File: src/rtl/mem_arb_pkg.sv
// Shared types and constants for the unified-RAM port arbiter.
package mem_arb_pkg;

  localparam int unsigned ARB_ADDR_W       = 32;
  localparam int unsigned ARB_DATA_W       = 32;
  localparam int unsigned ARB_STARVE_LIMIT = 4;
  localparam int unsigned ARB_STARVE_CNT_W = $clog2(ARB_STARVE_LIMIT + 1);

  typedef enum logic {
    ARB_IDLE,
    ARB_ACCESS
  } arb_state_t;

  typedef enum logic {
    OWN_I,
    OWN_D
  } arb_owner_t;

  // Request latched at grant and presented to the RAM during ACCESS.
  typedef struct packed {
    logic [ARB_ADDR_W-1:0] addr;
    logic                  we;
    logic [ARB_DATA_W-1:0] wdata;
  } mem_req_t;

endpackage

File: src/rtl/mem_port_arbiter_if.sv
// Bundle of fetch port, load/store port and RAM-side signals.
// slave  : arbiter side (drives grants, responses and RAM controls)
// master : core + RAM side (drives requests and RAM read data)
interface mem_port_arbiter_if #(
  parameter int unsigned ADDR_W = 32,
  parameter int unsigned DATA_W = 32
) ();

  logic              i_req;
  logic [ADDR_W-1:0] i_addr;
  logic              i_gnt;
  logic              i_rvalid;
  logic [DATA_W-1:0] i_rdata;

  logic              d_req;
  logic              d_we;
  logic [ADDR_W-1:0] d_addr;
  logic [DATA_W-1:0] d_wdata;
  logic              d_gnt;
  logic              d_rvalid;
  logic [DATA_W-1:0] d_rdata;

  logic              mem_clk_en;
  logic              mem_wr_en;
  logic [ADDR_W-1:0] mem_addr;
  logic [DATA_W-1:0] mem_wdata;
  logic [DATA_W-1:0] mem_rdata;

  modport slave (
    input  i_req, i_addr, d_req, d_we, d_addr, d_wdata, mem_rdata,
    output i_gnt, i_rvalid, i_rdata, d_gnt, d_rvalid, d_rdata,
           mem_clk_en, mem_wr_en, mem_addr, mem_wdata
  );

  modport master (
    output i_req, i_addr, d_req, d_we, d_addr, d_wdata, mem_rdata,
    input  i_gnt, i_rvalid, i_rdata, d_gnt, d_rvalid, d_rdata,
           mem_clk_en, mem_wr_en, mem_addr, mem_wdata
  );

endinterface

File: src/rtl/mem_arb_starve_ctr.sv
// Fetch starvation guard: counts cycles where a fetch is waiting while
// the load/store port wins, and raises force_i once the limit is hit.
module mem_arb_starve_ctr #(
  parameter int unsigned STARVE_LIMIT = 4
) (
  input  logic clk,
  input  logic rst,
  input  logic i_req,
  input  logic i_gnt,
  input  logic d_gnt,
  output logic force_i
);

  localparam int unsigned CNT_W = $clog2(STARVE_LIMIT + 1);
  localparam logic [CNT_W-1:0] CNT_MAX = CNT_W'(STARVE_LIMIT);

  logic [CNT_W-1:0] cnt_q, cnt_d;

  // Saturating count of denied fetch opportunities, cleared by a fetch grant.
  always_comb begin
    cnt_d = cnt_q;
    if (i_gnt) begin
      cnt_d = '0;
    end else if (i_req && d_gnt && (cnt_q != CNT_MAX)) begin
      cnt_d = cnt_q + CNT_W'(1);
    end
  end

  // Counter register.
  always_ff @(posedge clk or posedge rst) begin
    if (rst) cnt_q <= '0;
    else     cnt_q <= cnt_d;
  end

  assign force_i = (cnt_q == CNT_MAX);

endmodule

File: src/rtl/mem_port_arbiter.sv
// Arbitrates the single-ported unified RAM between fetch (I) and
// load/store (D). Grant is combinational, the winner is latched and
// driven to the RAM for one ACCESS cycle, response is registered.
// Optional build macro: MEM_ARB_STARVE_GUARD_EN (fetch starvation guard).
module mem_port_arbiter
  import mem_arb_pkg::*;
#(
  parameter int unsigned ADDR_W       = ARB_ADDR_W,
  parameter int unsigned DATA_W       = ARB_DATA_W,
  parameter int unsigned STARVE_LIMIT = ARB_STARVE_LIMIT
) (
  input  logic                clk,
  input  logic                rst,
  mem_port_arbiter_if.slave   bus
);

  arb_state_t        state_q, state_d;
  arb_owner_t        owner_q, owner_d;
  mem_req_t          req_q, req_d;
  logic [DATA_W-1:0] i_rdata_q, i_rdata_d;
  logic [DATA_W-1:0] d_rdata_q, d_rdata_d;
  logic              i_rvalid_q, i_rvalid_d;
  logic              d_rvalid_q, d_rvalid_d;
  logic              i_gnt, d_gnt;
  logic              force_i;

`ifdef MEM_ARB_STARVE_GUARD_EN
  mem_arb_starve_ctr #(
    .STARVE_LIMIT (STARVE_LIMIT)
  ) u_starve_ctr (
    .clk     (clk),
    .rst     (rst),
    .i_req   (bus.i_req),
    .i_gnt   (i_gnt),
    .d_gnt   (d_gnt),
    .force_i (force_i)
  );
`else
  assign force_i = 1'b0;
`endif

  // Grant: D wins ties unless the starvation guard is forcing I; none in reset.
  always_comb begin
    i_gnt = 1'b0;
    d_gnt = 1'b0;
    if (!rst) begin
      d_gnt = bus.d_req && !(force_i && bus.i_req);
      i_gnt = bus.i_req && !d_gnt;
    end
  end

  // Next state: capture the RAM result for the current owner and latch a new winner.
  always_comb begin
    state_d    = ARB_IDLE;
    owner_d    = owner_q;
    req_d      = req_q;
    i_rdata_d  = i_rdata_q;
    d_rdata_d  = d_rdata_q;
    i_rvalid_d = 1'b0;
    d_rvalid_d = 1'b0;

    if (state_q == ARB_ACCESS) begin
      if (owner_q == OWN_I) begin
        i_rvalid_d = 1'b1;
        i_rdata_d  = bus.mem_rdata;
      end else begin
        d_rvalid_d = 1'b1;
        // Store acks leave the last load data in place.
        if (!req_q.we) d_rdata_d = bus.mem_rdata;
      end
    end

    if (d_gnt) begin
      state_d     = ARB_ACCESS;
      owner_d     = OWN_D;
      req_d.addr  = bus.d_addr;
      req_d.we    = bus.d_we;
      req_d.wdata = bus.d_wdata;
    end else if (i_gnt) begin
      state_d     = ARB_ACCESS;
      owner_d     = OWN_I;
      req_d.addr  = bus.i_addr;
      req_d.we    = 1'b0;
    end
  end

  // Arbiter registers.
  always_ff @(posedge clk or posedge rst) begin
    if (rst) begin
      state_q    <= ARB_IDLE;
      owner_q    <= OWN_I;
      req_q      <= '0;
      i_rdata_q  <= '0;
      d_rdata_q  <= '0;
      i_rvalid_q <= 1'b0;
      d_rvalid_q <= 1'b0;
    end else begin
      state_q    <= state_d;
      owner_q    <= owner_d;
      req_q      <= req_d;
      i_rdata_q  <= i_rdata_d;
      d_rdata_q  <= d_rdata_d;
      i_rvalid_q <= i_rvalid_d;
      d_rvalid_q <= d_rvalid_d;
    end
  end

  // RAM enables are decoded from the state flop so reset kills a write at once.
  always_comb begin
    bus.i_gnt      = i_gnt;
    bus.d_gnt      = d_gnt;
    bus.i_rvalid   = i_rvalid_q;
    bus.i_rdata    = i_rdata_q;
    bus.d_rvalid   = d_rvalid_q;
    bus.d_rdata    = d_rdata_q;
    bus.mem_clk_en = (state_q == ARB_ACCESS);
    bus.mem_wr_en  = (state_q == ARB_ACCESS) && req_q.we;
    bus.mem_addr   = ADDR_W'(req_q.addr);
    bus.mem_wdata  = DATA_W'(req_q.wdata);
  end

endmodule

File: src/flat_wrapper.sv
// flat-port wrapper written by rule: the top's interface ports become plain ports
module mem_port_arbiter_flat import mem_arb_pkg::*;
#(
  parameter int unsigned ADDR_W       = ARB_ADDR_W,
  parameter int unsigned DATA_W       = ARB_DATA_W,
  parameter int unsigned STARVE_LIMIT = ARB_STARVE_LIMIT
)
  (clk, rst, bus_i_req, bus_i_addr, bus_d_req, bus_d_we, bus_d_addr, bus_d_wdata, bus_mem_rdata, bus_i_gnt, bus_i_rvalid, bus_i_rdata, bus_d_gnt, bus_d_rvalid, bus_d_rdata, bus_mem_clk_en, bus_mem_wr_en, bus_mem_addr, bus_mem_wdata);
  mem_port_arbiter_if #(.ADDR_W(ADDR_W), .DATA_W(DATA_W)) bus_i ();
  input  logic clk;
  input  logic rst;
  input wire logic [$bits(bus_i.i_req)-1:0] bus_i_req;
  input wire logic [$bits(bus_i.i_addr)-1:0] bus_i_addr;
  input wire logic [$bits(bus_i.d_req)-1:0] bus_d_req;
  input wire logic [$bits(bus_i.d_we)-1:0] bus_d_we;
  input wire logic [$bits(bus_i.d_addr)-1:0] bus_d_addr;
  input wire logic [$bits(bus_i.d_wdata)-1:0] bus_d_wdata;
  input wire logic [$bits(bus_i.mem_rdata)-1:0] bus_mem_rdata;
  output wire logic [$bits(bus_i.i_gnt)-1:0] bus_i_gnt;
  output wire logic [$bits(bus_i.i_rvalid)-1:0] bus_i_rvalid;
  output wire logic [$bits(bus_i.i_rdata)-1:0] bus_i_rdata;
  output wire logic [$bits(bus_i.d_gnt)-1:0] bus_d_gnt;
  output wire logic [$bits(bus_i.d_rvalid)-1:0] bus_d_rvalid;
  output wire logic [$bits(bus_i.d_rdata)-1:0] bus_d_rdata;
  output wire logic [$bits(bus_i.mem_clk_en)-1:0] bus_mem_clk_en;
  output wire logic [$bits(bus_i.mem_wr_en)-1:0] bus_mem_wr_en;
  output wire logic [$bits(bus_i.mem_addr)-1:0] bus_mem_addr;
  output wire logic [$bits(bus_i.mem_wdata)-1:0] bus_mem_wdata;
  assign bus_i.i_req = bus_i_req;
  assign bus_i.i_addr = bus_i_addr;
  assign bus_i.d_req = bus_d_req;
  assign bus_i.d_we = bus_d_we;
  assign bus_i.d_addr = bus_d_addr;
  assign bus_i.d_wdata = bus_d_wdata;
  assign bus_i.mem_rdata = bus_mem_rdata;
  assign bus_i_gnt = bus_i.i_gnt;
  assign bus_i_rvalid = bus_i.i_rvalid;
  assign bus_i_rdata = bus_i.i_rdata;
  assign bus_d_gnt = bus_i.d_gnt;
  assign bus_d_rvalid = bus_i.d_rvalid;
  assign bus_d_rdata = bus_i.d_rdata;
  assign bus_mem_clk_en = bus_i.mem_clk_en;
  assign bus_mem_wr_en = bus_i.mem_wr_en;
  assign bus_mem_addr = bus_i.mem_addr;
  assign bus_mem_wdata = bus_i.mem_wdata;
  mem_port_arbiter #(.ADDR_W(ADDR_W), .DATA_W(DATA_W), .STARVE_LIMIT(STARVE_LIMIT)) u_core (.clk(clk), .rst(rst), .bus(bus_i));
endmodule
File: config.mk
export PLATFORM = sky130hd
export DESIGN_NAME = mem_port_arbiter_flat
export DESIGN_NICKNAME = d
export VERILOG_FILES = /design/src/rtl/mem_arb_pkg.sv /design/src/rtl/mem_port_arbiter_if.sv /design/src/rtl/mem_arb_starve_ctr.sv /design/src/rtl/mem_port_arbiter.sv /design/src/flat_wrapper.sv
export SDC_FILE = /design/constraint.sdc
export NUM_CORES = 1
export LEC_CHECK = 0
export CAP_MARGIN = 20
export CORE_UTILIZATION = 42
export DETAILED_ROUTE_END_ITERATION = 16
export HOLD_SLACK_MARGIN = 0.03
export MAX_ROUTING_LAYER = met4
export PLACE_DENSITY = 0.81
export SLEW_MARGIN = 30
export SYNTH_ARGS = -nofsm -noshare
export SYNTH_HDL_FRONTEND = slang
export SYNTH_SLANG_ARGS = --single-unit
File: constraint.sdc
create_clock -name clk -period 7.54 [get_ports clk]
set_input_delay 0.754 -clock clk [delete_from_list [all_inputs] [get_ports clk]]
set_output_delay 0.754 -clock clk [all_outputs]
set_load 0.005 [all_outputs]
==> impl_metrics.py <==
metrics = {
    "setup_path": {
        "cp_num_buf_inv": 4,
        "r2r_slack_ns": 5.91,
        "path_max_fanout": 34,
        "r2r_cells": 3,
        "critical_path_class": "input pin to output port",
        "path_cells": "clkdlybuf4s50_1, buf_4, nand2b_2, inv_2, clkdlybuf4s50_1",
        "cp_slowest_cell": "clkdlybuf4s50_1",
        "endpoint_kind": "output port",
        "worstSetupStartpointType": "input pin",
        "crit_family": "buffers and inverters",
        "crit_path_max_incr_delay_ns": 0.63,
        "worstPathArrival_ns": 2.77,
        "worst-path-stages": 5,
        "reg2reg_from": "u_core.owner_q$_DFFE_PP0P_",
        "worstPathRequired_ns": 6.79,
        "cp_common_cell": "clkdlybuf4s50_1",
        "r2r-end": "u_core.bus.d_rdata[28]$_DFFE_PP0P_",
    },
    "clock_network": {
        "cts.sinks": 133,
        "post-cts-setup-buffers": 0,
        "cts.clk_slew.worst_paths_ns": 0.06,
        "clock_latency_ns": 0.41,
        "cts_resized": 0,
        "cts_tree": "built",
        "htreeDepth": 4,
        "cts_root_buffer": "clkbuf_16",
        "cts_hold_buf": 0,
        "numCtsBuffers": 17,
        "clockBufferDepth": 2,
    },
    "timing": {
        "relSlewSlack_pct": 42.8,
        "setup_violations": 0,
        "tightest_slew_ns": 0.858,
        "finalCriticalPeriod_ns": 3.53,
        "fin_skew_ns": 0.00597,
        "fmax_ghz": 0.284,
        "rsz0062_at_grt": "false",
        "slew_viol_final": 0,
        "fin_crit_sh_pct": 46.8,
        "finalHoldViolations": 0,
        "final.setup.tns_ns": 0,
    },
    "logic_synthesis": {
        "synth_cell_types": 24,
        "synth-seq-cells": 133,
        "synth_seq_area_share_pct": 56.0,
        "synth_area_leaders": "dfrtp_1, buf_4, mux2_4, mux2_1, nand2_1",
        "ys_top_cells_by_count": "dfrtp_1, nand2_1, buf_4",
        "yosysWarnings": 0,
        "synth_top_family_by_area": "multiplexers",
        "synth_compound_area_share_pct": 7.83,
        "synth_area_leader_cell": "dfrtp_1",
        "yosysMostFrequentCell": "dfrtp_1",
        "avgSynthCellArea_um2": 11.8,
        "synthFlopType": "dfrtp_1",
        "synth_adder_area_share_pct": 0,
        "syn_nets": 636,
        "synth_cells": 503,
        "synthXorXnorAreaFrac_pct": 0,
        "syn-cell-area_um2": 5940,
        "synth_edf_count": 0,
        "synthMuxAreaShare_pct": 14.0,
        "async_flop_share_pct": 100,
        "synth-simple-area-share_pct": 10.0,
        "synth.top_cell.area_share_pct": 56.0,
    },
    "pwr": {
        "p_per_area_nw_per_um2": 267,
        "peakVddDrop_mv": 0.139,
        "total_power_uw": 2340,
        "cellLeakagePower_uw": 0.00379,
    },
    "layout": {
        "nFillCells": 1012,
        "stdcell_area_um2": 8760,
        "drive_gt1_share_pct": 10.5,
        "layout.nets": 832,
        "syn2layout_area_growth_pct": 47.4,
        "antenna_cells": 0,
    },
    "drt": {
        "detail-route-antenna-nets": 0,
        "viasPerCell": 5.02,
        "routed_wl_um": 15100,
        "drt-pass1-iter-count": 5,
        "post-route-drc-count": 0,
        "num_vias": 4478,
        "drt-initial-drc-count": 199,
        "wl_per_cell_um": 17.0,
    },
    "global_route": {
        "grt_max_degree": 99,
        "antenna_found_initial": 0,
        "grt_use_met3_pct": 5.31,
        "grt_overflow": 0,
        "grtUsageTotal_pct": 21.4,
        "globalRoute.busiestLayer": "met2",
        "grt_first_pass_wirelength_um": 23100,
        "grtUsageMet1_pct": 25.2,
        "met2_usage_pct": 34.7,
        "grt_pass1_vias": 4550,
    },
    "job": {
        "max-cap-violations": 0,
    },
    "status": {
        "status": "finished clean",
    },
    "floorplanning": {
        "coreArea_um2": 13800,
        "fp.dieH_um": 121,
        "dieArea_um2": 14600,
        "start_util_pct": 43.0,
        "die_w_um": 121,
        "placementRows": 43,
        "ios": 267,
    },
    "placed_design": {
        "placed_cell_area_um2": 8160,
        "io_buffers": 266,
        "dp_hpwl_um": 10700,
        "gp_congestion": 0.774,
    },
    "worst_hold_path": {
        "min-delay-start": "u_core.bus.mem_wdata[10]$_DFFE_PP0N_",
        "min_to": "u_core.bus.mem_wdata[10]$_DFFE_PP0N_",
        "hold_path.class": "register to register",
        "whs_path_depth": 2,
    },
}
## power breakdown
group / internal [uW] / switching, uW
clock network: 465 / 307
registers: 858 / 88.8
logic: 421 / 199
total: 1740 / 595
## cells by family after synthesis
group	after synthesis
AOI/OAI and AO/OA	62
buffers and inverters	97
DFF	133
muxes	64
and+or+nand+nor	147
## worst min-delay path, stage by stage (launching register included)
cell and delay (ns):
dfrtp_1 0.34, nand2_1 0.05, nand2_1 0.05
## cell type report
| class | instances | area (um2) | area share [%] |
|---|---|---|---|
| well taps | 180 | 225 | 2.57 |
| multi-input cells | 273 | 1900 | 21.7 |
| repair buffers | 271 | 2720 | 31.1 |
| flip-flops and latches | 133 | 3330 | 38.0 |
| inverters | 3 | 16.3 | 0.186 |
| clock inverters | 13 | 121 | 1.39 |
| clock buffers | 19 | 443 | 5.06 |
## placed cells by master (no fill, tap or decap), drive strengths merged
cell type	synthesis	layout
nor2	33	33
nand2b	3	3
clkbuf	6	19
bufinv	0	1
o32ai	29	29
clkinv	0	6
nor3	6	6
clkinvlp	0	2
inv	3	7
clkdlybuf4s50	0	266
nor2b	1	1
and2	3	3
o21ai	1	1
mux2	64	64
buf	88	5
or2	1	1
dfrtp	133	133
nand2	100	100
o22ai	32	32
## worst max-delay path by stage
stage | slack [ns] | startpoint | endpoint
floorplan | 1.33 | rst | u_core.bus.d_rdata[0]$_DFFE_PP0P_
global placement | 4.08 | bus_d_req | bus_d_gnt
detailed placement | 4.03 | bus_d_req | bus_d_gnt
CTS | 4.03 | bus_d_req | bus_d_gnt
global route | 3.93 | bus_d_req | bus_d_gnt
finish | 4.01 | bus_d_req | bus_d_gnt
## metal layers
| layer | vias to the layer above | part of all wire (%) |
|---|---|---|
| met1 | 2166 | 41 |
| li1 | 2064 | - |
| met3 | 33 | 6.6 |
| met2 | 215 | 50 |
| met5 | - | 0 |
| met4 | 0 | 2.4 |
## metrics by stage
| stage | cells | util, % | hold slack [ns] | setup WS, ns |
|---|---|---|---|---|
| after floorplan | 503 | - | 0.446 | 1.33 |
| after global placement | 859 | 59.0 | 0.458 | 4.08 |
| final | 892 | 63.3 | 0.470 | 4.01 |
| after detailed placement | 859 | 59.0 | 0.461 | 4.03 |
| after global routing | 892 | 63.3 | 0.491 | 3.93 |
| after CTS | 891 | 63.1 | 0.476 | 4.03 |
## flip-flops by register name, indices dropped and copies added (netlist names)
signal                 cells
u_core.bus.i_rvalid        1
u_core.owner_q             1
u_core.bus.mem_addr       32
u_core.bus.d_rdata        32
u_core.req_q               1
u_core.bus.d_rvalid        1
u_core.bus.i_rdata        32
u_core.bus.mem_clk_en      1
u_core.bus.mem_wdata      32
Note: power is estimated with default switching activity, not from simulation.
